**config.mk**
```make
export PLATFORM = sky130hd
export DESIGN_NAME = mcpu6bit_mem_responder_flat
export DESIGN_NICKNAME = d
export VERILOG_FILES = /design/src/rtl/mcpu6bit_mem_responder_if.sv /design/src/rtl/mcpu6bit_mem_responder.sv /design/src/flat_wrapper.sv
export SDC_FILE = /design/constraint.sdc
export NUM_CORES = 1
export LEC_CHECK = 0
export ABC_CLOCK_PERIOD_IN_PS = 4800
export CAP_MARGIN = 20
export CORE_MARGIN = 5
export CORE_UTILIZATION = 50
export DETAILED_ROUTE_END_ITERATION = 8
export PLACE_DENSITY_LB_ADDON = 0.15
export SLEW_MARGIN = 0
export SYNTH_ARGS = -nofsm -noshare
export SYNTH_HDL_FRONTEND = slang
export SYNTH_SLANG_ARGS = --single-unit
```
**constraint.sdc**
```tcl
create_clock -name clk -period 4.8 [get_ports clk]
set_input_delay 0.48 -clock clk [delete_from_list [all_inputs] [get_ports clk]]
set_output_delay 0.48 -clock clk [all_outputs]
set_load 0.01 [all_outputs]
```
**src/rtl/mcpu6bit_mem_responder_if.sv**
```systemverilog
// rtl/mcpu6bit_mem_responder_if.sv - CPU bus and host port bundle for the 6-bit CPU memory responder
//
// Purpose: groups the multiplexed CPU bus and the host load/inspect port.
//   slave  modport: the memory responder (drives clock/reset/read data to the CPU).
//   master modport: the CPU plus host side (drives bus data, write strobe, host access).
// Signals:
//   cpu_clk      responder -> CPU   clock to CPU
//   cpu_rst_n    responder -> CPU   CPU reset, active low
//   cpu_dataout  CPU -> responder   {2'b00,addr} while cpu_clk=1, accumulator while cpu_clk=0
//   cpu_we_n     CPU -> responder   write strobe, active low
//   cpu_datain   responder -> CPU   read data
//   host_ready   responder -> host  1 while halted
//   host_we      host -> responder  write strobe
//   host_addr    host -> responder  word address
//   host_wdata   host -> responder  write data
//   host_rdata   responder -> host  mem[host_addr]
interface mcpu6bit_mem_responder_if;
  logic       cpu_clk;
  logic       cpu_rst_n;
  logic [5:0] cpu_dataout;
  logic       cpu_we_n;
  logic [5:0] cpu_datain;
  logic       host_ready;
  logic       host_we;
  logic [3:0] host_addr;
  logic [5:0] host_wdata;
  logic [5:0] host_rdata;

  modport slave (
    output cpu_clk, cpu_rst_n, cpu_datain, host_ready, host_rdata,
    input  cpu_dataout, cpu_we_n, host_we, host_addr, host_wdata
  );

  modport master (
    input  cpu_clk, cpu_rst_n, cpu_datain, host_ready, host_rdata,
    output cpu_dataout, cpu_we_n, host_we, host_addr, host_wdata
  );
endinterface

```
**src/rtl/mcpu6bit_mem_responder.sv**
```systemverilog
// rtl/mcpu6bit_mem_responder.sv - memory-side partner of the 6-bit CPU: clock/reset generation and 16x6 RAM
//
// Purpose: generates cpu_clk and cpu_rst_n from the fast clock, latches the address at the end of
//   each cpu_clk high phase, returns mem[addr] during the low phase and commits stores at the end
//   of the low phase. A host port loads/inspects the RAM while the CPU clock is halted.
// Parameters:
//   HALF_DIV    fast clk cycles per cpu_clk half-period (>= 2)
//   RST_CYCLES  cpu_clk periods with cpu_rst_n low after reset release
// Ports:
//   clk      in   fast system clock
//   rst      in   asynchronous active-high reset
//   run      in   1 = free-run cpu_clk, 0 = halt at end of the current period
//   step     in   single-period request (only with MCPU_STEP_EN)
//   bus      slave modport of mcpu6bit_mem_responder_if (CPU bus + host port)
//   cyc_cnt  out  cpu_clk rising edges counted while cpu_rst_n=1, wraps
// Build option: define MCPU_STEP_EN to enable single-stepping from HALT via a 0->1 edge on step.
module mcpu6bit_mem_responder #(
  parameter int HALF_DIV   = 2,
  parameter int RST_CYCLES = 4
) (
  input  logic                        clk,
  input  logic                        rst,
  input  logic                        run,
  input  logic                        step,
  mcpu6bit_mem_responder_if.slave     bus,
  output logic [15:0]                 cyc_cnt
);

  localparam int PH_W = (HALF_DIV < 2) ? 1 : $clog2(HALF_DIV);
  localparam int RC_W = (RST_CYCLES < 2) ? 1 : $clog2(RST_CYCLES + 1);
  localparam logic [PH_W-1:0] PH_LAST = PH_W'(HALF_DIV - 1);
  localparam logic [RC_W-1:0] RC_INIT = RC_W'(RST_CYCLES);

  typedef enum logic [1:0] {
    S_HALT = 2'd0,
    S_HIGH = 2'd1,
    S_LOW  = 2'd2
  } state_t;

  state_t          state_q;
  logic [PH_W-1:0] ph_q;
  logic            cpu_clk_q;
  logic            cpu_rst_n_q;
  logic [5:0]      datain_q;
  logic [3:0]      addr_q;
  logic [15:0]     cyc_q;
  logic [RC_W-1:0] rst_cnt_q;
  logic [5:0]      mem_q [16];

  logic start_d;
  logic ph_last_d;
  logic rise_d;
  logic store_d;
  logic host_ready_d;

`ifdef MCPU_STEP_EN
  logic step_q;
  logic step_qq;

  always_ff @(posedge clk or posedge rst) begin
    if (rst) begin
      step_q  <= 1'b0;
      step_qq <= 1'b0;
    end else begin
      step_q  <= step;
      step_qq <= step_q;
    end
  end

  // The edge pulse only matters in HALT; outside HALT it is simply not looked at.
  assign start_d = run | (step_q & ~step_qq);
`else
  logic unused_step;
  assign unused_step = step;
  assign start_d     = run;
`endif

  assign ph_last_d    = (ph_q == PH_LAST);
  assign host_ready_d = (state_q == S_HALT);
  // A new period (rising cpu_clk) starts from HALT on a start request, or back-to-back from LOW
  // only while run is held; a step-started period therefore falls back to HALT by itself.
  assign rise_d  = ((state_q == S_HALT) && start_d) ||
                   ((state_q == S_LOW) && ph_last_d && run);
  // Stores are suppressed while the CPU is held in reset so its undefined strobe cannot corrupt RAM.
  assign store_d = (state_q == S_LOW) && ph_last_d && !bus.cpu_we_n && cpu_rst_n_q;

  always_ff @(posedge clk or posedge rst) begin
    if (rst) begin
      state_q     <= S_HALT;
      ph_q        <= '0;
      cpu_clk_q   <= 1'b0;
      cpu_rst_n_q <= 1'b0;
      datain_q    <= '0;
      addr_q      <= '0;
      cyc_q       <= '0;
      rst_cnt_q   <= RC_INIT;
      for (int i = 0; i < 16; i++) begin
        mem_q[i] <= '0;
      end
    end else begin
      if (host_ready_d && bus.host_we) begin
        mem_q[bus.host_addr] <= bus.host_wdata;
      end
      if (store_d) begin
        mem_q[addr_q] <= bus.cpu_dataout;
      end
      if (rise_d) begin
        if (rst_cnt_q != '0) begin
          rst_cnt_q <= rst_cnt_q - 1'b1;
        end
        if (cpu_rst_n_q) begin
          cyc_q <= cyc_q + 16'd1;
        end
      end

      case (state_q)
        S_HALT: begin
          ph_q      <= '0;
          cpu_clk_q <= 1'b0;
          if (start_d) begin
            state_q   <= S_HIGH;
            cpu_clk_q <= 1'b1;
          end
        end
        S_HIGH: begin
          if (ph_last_d) begin
            // Upper bus bits during the address phase are don't-care.
            addr_q    <= bus.cpu_dataout[3:0];
            cpu_clk_q <= 1'b0;
            ph_q      <= '0;
            state_q   <= S_LOW;
            // Release CPU reset on the falling edge after the last reset period, so the next
            // rising edge is the CPU's first executing edge.
            if (rst_cnt_q == '0) begin
              cpu_rst_n_q <= 1'b1;
            end
          end else begin
            ph_q <= ph_q + 1'b1;
          end
        end
        S_LOW: begin
          // Read data is captured once, one cycle into LOW, and held until the next rise;
          // a store at the end of this period does not refresh it.
          if (ph_q == '0) begin
            datain_q <= mem_q[addr_q];
          end
          if (ph_last_d) begin
            ph_q <= '0;
            if (run) begin
              state_q   <= S_HIGH;
              cpu_clk_q <= 1'b1;
            end else begin
              state_q <= S_HALT;
            end
          end else begin
            ph_q <= ph_q + 1'b1;
          end
        end
        default: begin
          state_q   <= S_HALT;
          cpu_clk_q <= 1'b0;
          ph_q      <= '0;
        end
      endcase
    end
  end

  assign bus.cpu_clk    = cpu_clk_q;
  assign bus.cpu_rst_n  = cpu_rst_n_q;
  assign bus.cpu_datain = datain_q;
  assign bus.host_ready = host_ready_d;
  assign bus.host_rdata = mem_q[bus.host_addr];
  assign cyc_cnt        = cyc_q;

endmodule

```
**src/flat_wrapper.sv**
```systemverilog
// flat-port wrapper written by rule: the top's interface ports become plain ports
module mcpu6bit_mem_responder_flat 
#(
  parameter int HALF_DIV   = 2,
  parameter int RST_CYCLES = 4
)
  (clk, rst, run, step, cyc_cnt, bus_cpu_clk, bus_cpu_rst_n, bus_cpu_datain, bus_host_ready, bus_host_rdata, bus_cpu_dataout, bus_cpu_we_n, bus_host_we, bus_host_addr, bus_host_wdata);
  mcpu6bit_mem_responder_if bus_i ();
  input  logic clk;
  input  logic rst;
  input  logic run;
  input  logic step;
  output logic [15:0] cyc_cnt;
  output wire logic [$bits(bus_i.cpu_clk)-1:0] bus_cpu_clk;
  output wire logic [$bits(bus_i.cpu_rst_n)-1:0] bus_cpu_rst_n;
  output wire logic [$bits(bus_i.cpu_datain)-1:0] bus_cpu_datain;
  output wire logic [$bits(bus_i.host_ready)-1:0] bus_host_ready;
  output wire logic [$bits(bus_i.host_rdata)-1:0] bus_host_rdata;
  input wire logic [$bits(bus_i.cpu_dataout)-1:0] bus_cpu_dataout;
  input wire logic [$bits(bus_i.cpu_we_n)-1:0] bus_cpu_we_n;
  input wire logic [$bits(bus_i.host_we)-1:0] bus_host_we;
  input wire logic [$bits(bus_i.host_addr)-1:0] bus_host_addr;
  input wire logic [$bits(bus_i.host_wdata)-1:0] bus_host_wdata;
  assign bus_cpu_clk = bus_i.cpu_clk;
  assign bus_cpu_rst_n = bus_i.cpu_rst_n;
  assign bus_cpu_datain = bus_i.cpu_datain;
  assign bus_host_ready = bus_i.host_ready;
  assign bus_host_rdata = bus_i.host_rdata;
  assign bus_i.cpu_dataout = bus_cpu_dataout;
  assign bus_i.cpu_we_n = bus_cpu_we_n;
  assign bus_i.host_we = bus_host_we;
  assign bus_i.host_addr = bus_host_addr;
  assign bus_i.host_wdata = bus_host_wdata;
  mcpu6bit_mem_responder #(.HALF_DIV(HALF_DIV), .RST_CYCLES(RST_CYCLES)) u_core (.clk(clk), .rst(rst), .run(run), .step(step), .bus(bus_i), .cyc_cnt(cyc_cnt));
endmodule
```
Yosys cells after proc, flatten, opt, wreduce, memory -nomap -nowiden
Cells that the tools add are included.
{"block": "op_classes", "addsub": 3, "magnitude_cmp": 4, "eq_ne": 6, "n_mux": 26, "n_bitwise": 3, "reduce_logical": 21}
{"operator": "$bwmux 96", "n": 2}
{"operator": "$mux 96", "n": 2}
{"operator": "$bmux 6 s4", "n": 2}
{"operator": "$demux 6 s4", "n": 2}
{"operator": "$mux 6", "n": 6}
{"operator": "$add 16x1->16 const B", "n": 1}
{"operator": "$ge 5x5->1 const B", "n": 2}
{"operator": "$lt 5x1->1 const B", "n": 2}
{"operator": "$not 4->5", "n": 2}
{"operator": "$reduce_and 3->1", "n": 3}
{"operator": "$logic_and 1x1->1", "n": 8}
{"operator": "$reduce_and 2->1", "n": 4}
{"operator": "$mux 1", "n": 7}
{"operator": "$mux 2", "n": 3}
{"operator": "$pmux 2 s3", "n": 1}
{"operator": "$ne 2x1->1 const B", "n": 2}
{"operator": "$ne 2x2->1 const B", "n": 2}
{"operator": "$logic_not 3->1", "n": 1}
{"operator": "$pmux 1 s3", "n": 1}
{"operator": "$reduce_bool 3->1", "n": 1}
{"operator": "$sub 3x1->3 const B", "n": 1}
{"operator": "$eq 2x1->1 const B", "n": 1}
{"operator": "$eq 2x2->1 const B", "n": 1}
{"operator": "$logic_not 2->1", "n": 1}
{"operator": "5 further kinds", "n": 5}
{"block": "totals", "register_bits": 130, "inputBits": 22, "out_inout_bits": 31, "wordCells": 87}

Longest topological paths before layout
Gate-level depths: netlist (run 1).
{"block": "depth", "depth_word": 9, "ltp_mapped": 8, "depth_no_buf": 6}

Worst setup path after synthesis (run 1)
OpenSTA, ideal clock, no wires.
{"block": "synth_timing", "path_kind": "input to output", "from": "input port bus_host_addr[1]", "to": "output port bus_host_rdata[0]", "arrival_time_ps": 1848, "t_required_ps": 4320, "setup_slack_ps": 2472, "stages": 4, "path_buffers": 2, "path_cell_list": "buf_2 > buf_1 > mux4_2 > mux4_2"}
{"block": "synth_via", "elab_chain_cells": 4}
{"element": "start: declaration", "line": "flat_wrapper.sv:22", "rtl": "input wire logic [$bits(bus_i.host_addr)-1:0] bus_host_addr;"}
{"element": "$not 4->5 (implied by the code)", "line": "mcpu6bit_mem_responder.sv:172", "rtl": "assign bus.host_rdata = mem_q[bus.host_addr];"}
{"element": "$bmux 6 s4", "line": "mcpu6bit_mem_responder.sv:172"}
{"element": "$mux 6 (implied by the code) (2 in a row)", "line": "mcpu6bit_mem_responder.sv:172"}
{"element": "end: declaration", "line": "flat_wrapper.sv:18", "rtl": "output wire logic [$bits(bus_i.host_rdata)-1:0] bus_host_rdata;"}
Every way passes these cells. The select of a mux whose other input is x is not followed.

Worst setup path in the final report (run 1)
{"block": "layout_timing", "from": "input port bus_host_addr[1]", "to": "output port bus_host_rdata[3]"}
The elaborated chain is that of the path after synthesis.

==> flow_summary.yaml, run 1 <==
timing:
  finalHoldViolations: 0
  fin_crit_ps: 3610
  final_max_slew_viol_count: 0
  finalSetupViolations: 0
  fmax_mhz: 277
  skew_ps: 6.34
  rsz0062_at_grt: "no"
  slew_headroom_pct: 28.1
  worstMarginPinSlew_ps: 1080
  post-route-period-util_pct: 75.2
  final.setup.tns_ps: 0
die:
  dieArea_sq_um: 18100
  core_sq_um: 15200
  fp.dieW_um: 134
  chipHeight_um: 134
  io_pins: 53
  start_util_pct: 51.0
  row_count: 45
yosys:
  syn_avg_cell_area_sq_um: 10.5
  synth.distinct_cells: 46
  synth_top_family_by_area: "multiplexers"
  netlist_area_sq_um: 7750
  syn_nets: 764
  ys_ff_latch: 130
  synth_adder_area_share_pct: 1.13
  synth_compound_area_share_pct: 9.48
  ys_warn_count: 0
  ys_seq_area_share_pct: 42.0
  synth.area.mux_share_pct: 28.5
  synth_xor_area_share_pct: 1.92
  synth-simple-area-share_pct: 12.7
  synth_cells: 735
final_layout:
  stdcell_count: 963
  layout.nets: 791
  area_growth_pct: 15.9
  num-fill-cells: 1258
  diodes: 0
  drive_gt1_share_pct: 13.7
  final_cell_mix: "mux2i_1 (132), dfrtp_1 (128), nand2_1 (110)"
  layout.cells.most_common: "mux2i_1"
  fin_area_sq_um: 8980
grt:
  grt_pass1_wl_um: 34800
  grt-ovfl-total: 0
  antenna_found_initial: 0
  track_usage_pct: 25.1
  grt_pass1_vias: 5987
  grt_max_degree: 47
critical_path:
  crit_type: "in -> out"
  end_kind: "output pin"
  worst_r2r_path_depth: 3
  cp_max_fo: 19
  worstPathArrival_ps: 3130
  cp-start-kind: "input pin"
  crit_required_ps: 4320
cts:
  clk_pin_slew_ps: 60
  cts_max_level: 4
  numCtsBuffers: 17
  clockBufferDepth: 2
  insertion_delay_ps: 430
  cts.sinks: 130
  post_cts_resized: 0
  hold_buffers: 0
  cts_setup_buffers: 0
  cts-root-buf: "clkbuf_16"
  cts_tree: "yes"
placement:
  dp_cells: 928
  postPlaceCellArea_sq_um: 8300
  port-buffer-count: 51
  dp_hpwl_um: 15100
  gp_congestion: 0.911
routing:
  antenna_left: 0
  drc_errors: 0
  vias_per_cell: 6.23
  avgRoutedWirePerCell_um: 22.5
  vias: 6001
  drtIter0Drc: 619
  drt_first_pass_iters: 5
  drt-total-wl_um: 21600
hold_path:
  hold_class: "in -> async"
power:
  p_leak_nw: 3.73
  power_density_nw_per_um2: 598
  peakVddDrop_mv: 0.323
status:
  status: "complete, no violations"
run:
  cap_viol_max_count: 0
==> worst max-delay path, cell delays in order <==
cell             delay, ps
clkdlybuf4s50_1        840
buf_4                  390
mux4_2                 400
mux4_2                 510
clkdlybuf4s50_1        500
==> where the power goes <==
| part | internal [mW] | switching, mW | total [mW] |
|---|---|---|---|
| Clock | 0.928 | 0.536 | 1.46 |
| Combinational | 0.954 | 0.824 | 1.78 |
| Sequential | 1.56 | 0.568 | 2.13 |
| Total | 3.44 | 1.93 | 5.37 |
==> synthesized netlist by cell type (all sizes together) <==
cell type | number | share of area (%)
clkbuf | 27 | 1.3
and4bb | 2 | 0.32
mux2i | 132 | 17
xor2 | 6 | 0.68
ha | 7 | 1.1
and2 | 1 | 0.081
or3 | 3 | 0.24
and4 | 1 | 0.11
nand2 | 110 | 5.3
xnor2 | 11 | 1.2
a31o | 1 | 0.11
a21oi | 6 | 0.39
or2 | 1 | 0.081
nand4 | 6 | 0.48
dfstp | 1 | 0.34
nor2b | 3 | 0.24
nand3b | 6 | 0.58
nor4 | 8 | 0.81
dfrtp | 129 | 42
nand4b | 5 | 0.65
a221oi | 6 | 0.68
mux4 | 36 | 11
nor3b | 2 | 0.19
nand3 | 5 | 0.32
o22ai | 12 | 0.97
o21bai | 2 | 0.19
a31oi | 6 | 0.48
or3b | 1 | 0.11
buf | 34 | 2.6
nor3 | 11 | 0.71
inv | 7 | 0.34
nor2 | 30 | 1.7
o21ai | 103 | 6.7
nand2b | 7 | 0.57
mux2 | 5 | 0.73
and3 | 2 | 0.16
==> path summary, 6_finish.rpt <==
check                                                 from  slack, ps                         endpoint
min reg2reg                u_core.rst_cnt_q[0]$_DFFE_PP0P_        480  u_core.rst_cnt_q[0]$_DFFE_PP0P_
max reg2reg                   u_core.addr_q[0]$_DFFE_PP0P_       2110       u_core.mem_q[85]$_DFF_PP0_
max                                       bus_host_addr[1]       1190                bus_host_rdata[3]
min in group clk           u_core.rst_cnt_q[0]$_DFFE_PP0P_        480  u_core.rst_cnt_q[0]$_DFFE_PP0P_
max in group asynchronous                              rst       3300       u_core.mem_q[72]$_DFF_PP0_
min                                                    rst        460     u_core.addr_q[2]$_DFFE_PP0P_
==> cell families after synthesis <==
family,Yosys count
buffers and inverters,68
XOR/XNOR,17
adder cells (fa/ha/maj),7
AO/OA/AOI/OAI,136
flip-flops,130
AND/OR/NAND/NOR,204
multiplexers,173
==> cell type report <==
type | instances | area, sq um | area share (%)
multi-input cells | 537 | 4170 | 46.4
well taps | 188 | 235 | 2.62
flip-flops and latches | 130 | 3260 | 36.3
clock buffers | 17 | 425 | 4.74
repair buffers | 69 | 638 | 7.11
clock inverters | 15 | 231 | 2.58
inverters | 7 | 28.8 | 0.320
==> flip-flops by register name (all words and copies together), names as in the netlist <==
register / flops
u_core.cyc_cnt: 16
u_core.bus.cpu_datain: 6
u_core.addr_q: 4
u_core.bus.cpu_rst_n: 1
u_core.bus.cpu_clk: 1
u_core.ph_last_d: 1
u_core.mem_q: 96
u_core.rst_cnt_q: 3
u_core.state_q: 2
==> layer usage <==
metal	wire length, um	GRT usage (%)	part of all wire (%)	up-vias
li1	-	-	-	2719
met1	9370	34.1	43	2995
met2	10300	39.4	48	243
met3	1400	6.22	6.5	44
met4	529	9.16	2.4	0
met5	0	0	0	-
==> metrics by stage <==
| stage | hold WS (ps) | util (%) | setup WS, ps | power, mW |
|---|---|---|---|---|
| global placement | 462 | 54.6 | 1280 | 3.77 |
| floorplan | 446 | - | 852 | 3.21 |
| finish | 464 | 59.1 | 1190 | 5.37 |
| global route | 520 | 59.1 | 1120 | 5.66 |
| CTS | 478 | 58.9 | 1200 | 5.36 |
| detailed placement | 473 | 54.6 | 1230 | 3.87 |
Power figures use the tool's default switching activity.
==> run 2, diff against run 1 <==
--- a/config.mk
+++ b/config.mk
@@ -5,7 +5,7 @@
 export SDC_FILE = /design/constraint.sdc
 export NUM_CORES = 1
 export LEC_CHECK = 0
-export ABC_CLOCK_PERIOD_IN_PS = 4800
+export ABC_CLOCK_PERIOD_IN_PS = 3470
 export CAP_MARGIN = 20
 export CORE_MARGIN = 5
 export CORE_UTILIZATION = 50
==> constraint.sdc (replaced) <==
create_clock -name clk -period 3.47 [get_ports clk]
set_input_delay 0.347 -clock clk [delete_from_list [all_inputs] [get_ports clk]]
set_output_delay 0.347 -clock clk [all_outputs]
set_load 0.01 [all_outputs]
==> run 2 against run 1 <==
- via count grew 0.18%
- combinational power increased by 38%
- total power is 37% higher
- clock power up 34%
- critical path depth fell by 1
- global-route usage down 0.81 points
- die area unchanged
- core utilization up 0.11 points
- sequential power is 39% higher
- clock-buffer cell count up 1
- sequential cell count unchanged
- non-clock buffer count grew 2
- largest cell class unchanged
- largest power group unchanged
==> flow_summary.yaml, run 2 (same netlist as run 1, synthesis figures left out) <==
timing:
  post-route-period-util_pct: 88.2
  fin_crit_ps: 3060
  worst_slack_ps: 409
  skew_ps: 9.40
  slew_headroom_pct: 28.0
  fmax_mhz: 327
  final.setup.tns_ps: 0
  finalSetupViolations: 0
  final_max_slew_viol_count: 0
  finalHoldViolations: 0
  rsz0062_at_grt: "no"
  whs_ps: 401
  worstMarginPinSlew_ps: 1080
placement:
  port-buffer-count: 51
  gp_congestion: 0.894
  dp_cells: 933
  dp_slack_ps: 396
  dp_hpwl_um: 15000
  postPlaceCellArea_sq_um: 8350
grt:
  track_usage_pct: 24.3
  met3_usage_pct: 5.10
  met2_usage_pct: 38.5
  busiest_layer: "met2"
  grt_pass1_vias: 5880
  use_met1_pct: 34.0
  grt-ovfl-total: 0
  grt_pass1_wl_um: 33700
  antenna_found_initial: 0
  grt_max_degree: 131
die:
  io_pins: 53
  fp.dieW_um: 134
  chipHeight_um: 134
  row_count: 45
  core_sq_um: 15200
  dieArea_sq_um: 18100
  start_util_pct: 51.0
critical_path:
  crit_type: "in -> out"
  worst_r2r_path_depth: 6
  startpoint: "bus_host_addr[0]"
  cpPeakStageDelay_ps: 700
  r2r_end: "u_core.mem_q[84]$_DFF_PP0_"
  crit_chain: "buf_2 -> mux4_1 -> mux4_2 -> clkdlybuf4s50_1"
  endpoint: "bus_host_rdata[1]"
  r2r_start: "u_core.state_q[0]$_DFFE_PP0P_"
  cp_max_fo: 28
  crit_required_ps: 3120
  reg2reg_slack_ps: 1060
  cp-start-kind: "input pin"
  worstPathArrival_ps: 2710
  cpMaxStageDelayCell: "mux4_1"
  end_kind: "output pin"
routing:
  vias: 6012
  drtIter0Drc: 498
  drt-total-wl_um: 21300
  avgRoutedWirePerCell_um: 22.1
  drc_errors: 0
  antenna_left: 0
  drt_first_pass_iters: 5
  vias_per_cell: 6.23
cts:
  insertion_delay_ps: 420
  cts_max_level: 4
  cts.sinks: 130
  cts_setup_buffers: 0
  post_cts_resized: 0
  clockBufferDepth: 2
  numCtsBuffers: 17
  cts-root-buf: "clkbuf_16"
  cts_tree: "yes"
  clk_pin_slew_ps: 60
  hold_buffers: 0
final_layout:
  utilization_pct: 59.2
  final_cell_mix: "mux2i_1 (132), dfrtp_1 (128), nand2_1 (110)"
  largest-register: "u_core.mem_q"
  area_growth_pct: 16.1
  drive_gt1_share_pct: 13.8
  fin_area_sq_um: 9000
  layout.cells.most_common: "mux2i_1"
  stdcell_count: 965
  diodes: 0
  layout.nets: 793
  largest_register_ffs: 96
power:
  peakVddDrop_mv: 0.487
  p_leak_nw: 3.73
  power_density_nw_per_um2: 819
  total_power_mw: 7.36
run:
  cap_viol_max_count: 0
status:
  status: "complete, no violations"
hold_path:
  hold_class: "in -> async"
## run 2: worst max-delay path, delay by kind of cell
family / cells / cell delay (ps)
buffers and inverters: 2 / 1140
muxes: 2 / 1210
## run 2: power by group
| part | internal [mW] | switching, mW | total (mW) |
|---|---|---|---|
| Combinational | 1.32 | 1.13 | 2.45 |
| Clock | 1.27 | 0.684 | 1.95 |
| Sequential | 2.16 | 0.802 | 2.96 |
## run 2: layout make-up
class | count | area, sq um
sequential | 130 | 3260
tap | 188 | 235
fill | 1281 | 6210
multi-input combinational | 537 | 4170
timing repair buffer | 71 | 668
clock buffer | 18 | 429
clock inverter | 14 | 213
inverter | 7 | 30.0
## run 2: how the worst min path moves through the flow
stage / from / cells after the start / slack (ps) / end
4_1_cts: u_core.rst_cnt_q[0]$_DFFE_PP0P_ / 1 / 480 / u_core.rst_cnt_q[0]$_DFFE_PP0P_
6_report: rst / 3 / 400 / u_core.mem_q[47]$_DFF_PP0_
5_1_grt: u_core.rst_cnt_q[0]$_DFFE_PP0P_ / 1 / 490 / u_core.rst_cnt_q[0]$_DFFE_PP0P_
3_3_place_gp: u_core.cyc_cnt[15]$_DFFE_PP0P_ / 1 / 460 / u_core.cyc_cnt[15]$_DFFE_PP0P_
3_5_place_dp: u_core.cyc_cnt[15]$_DFFE_PP0P_ / 1 / 460 / u_core.cyc_cnt[15]$_DFFE_PP0P_
2_1_floorplan: u_core.rst_cnt_q[0]$_DFFE_PP0P_ / 1 / 450 / u_core.rst_cnt_q[0]$_DFFE_PP0P_
## run 2: metal layers
metal / part of all wire, % / up-vias
li1: - / 2725
met1: 44 / 3036
met2: 49 / 215
met3: 5.4 / 36
met4: 1.9 / 0
met5: 0 / -
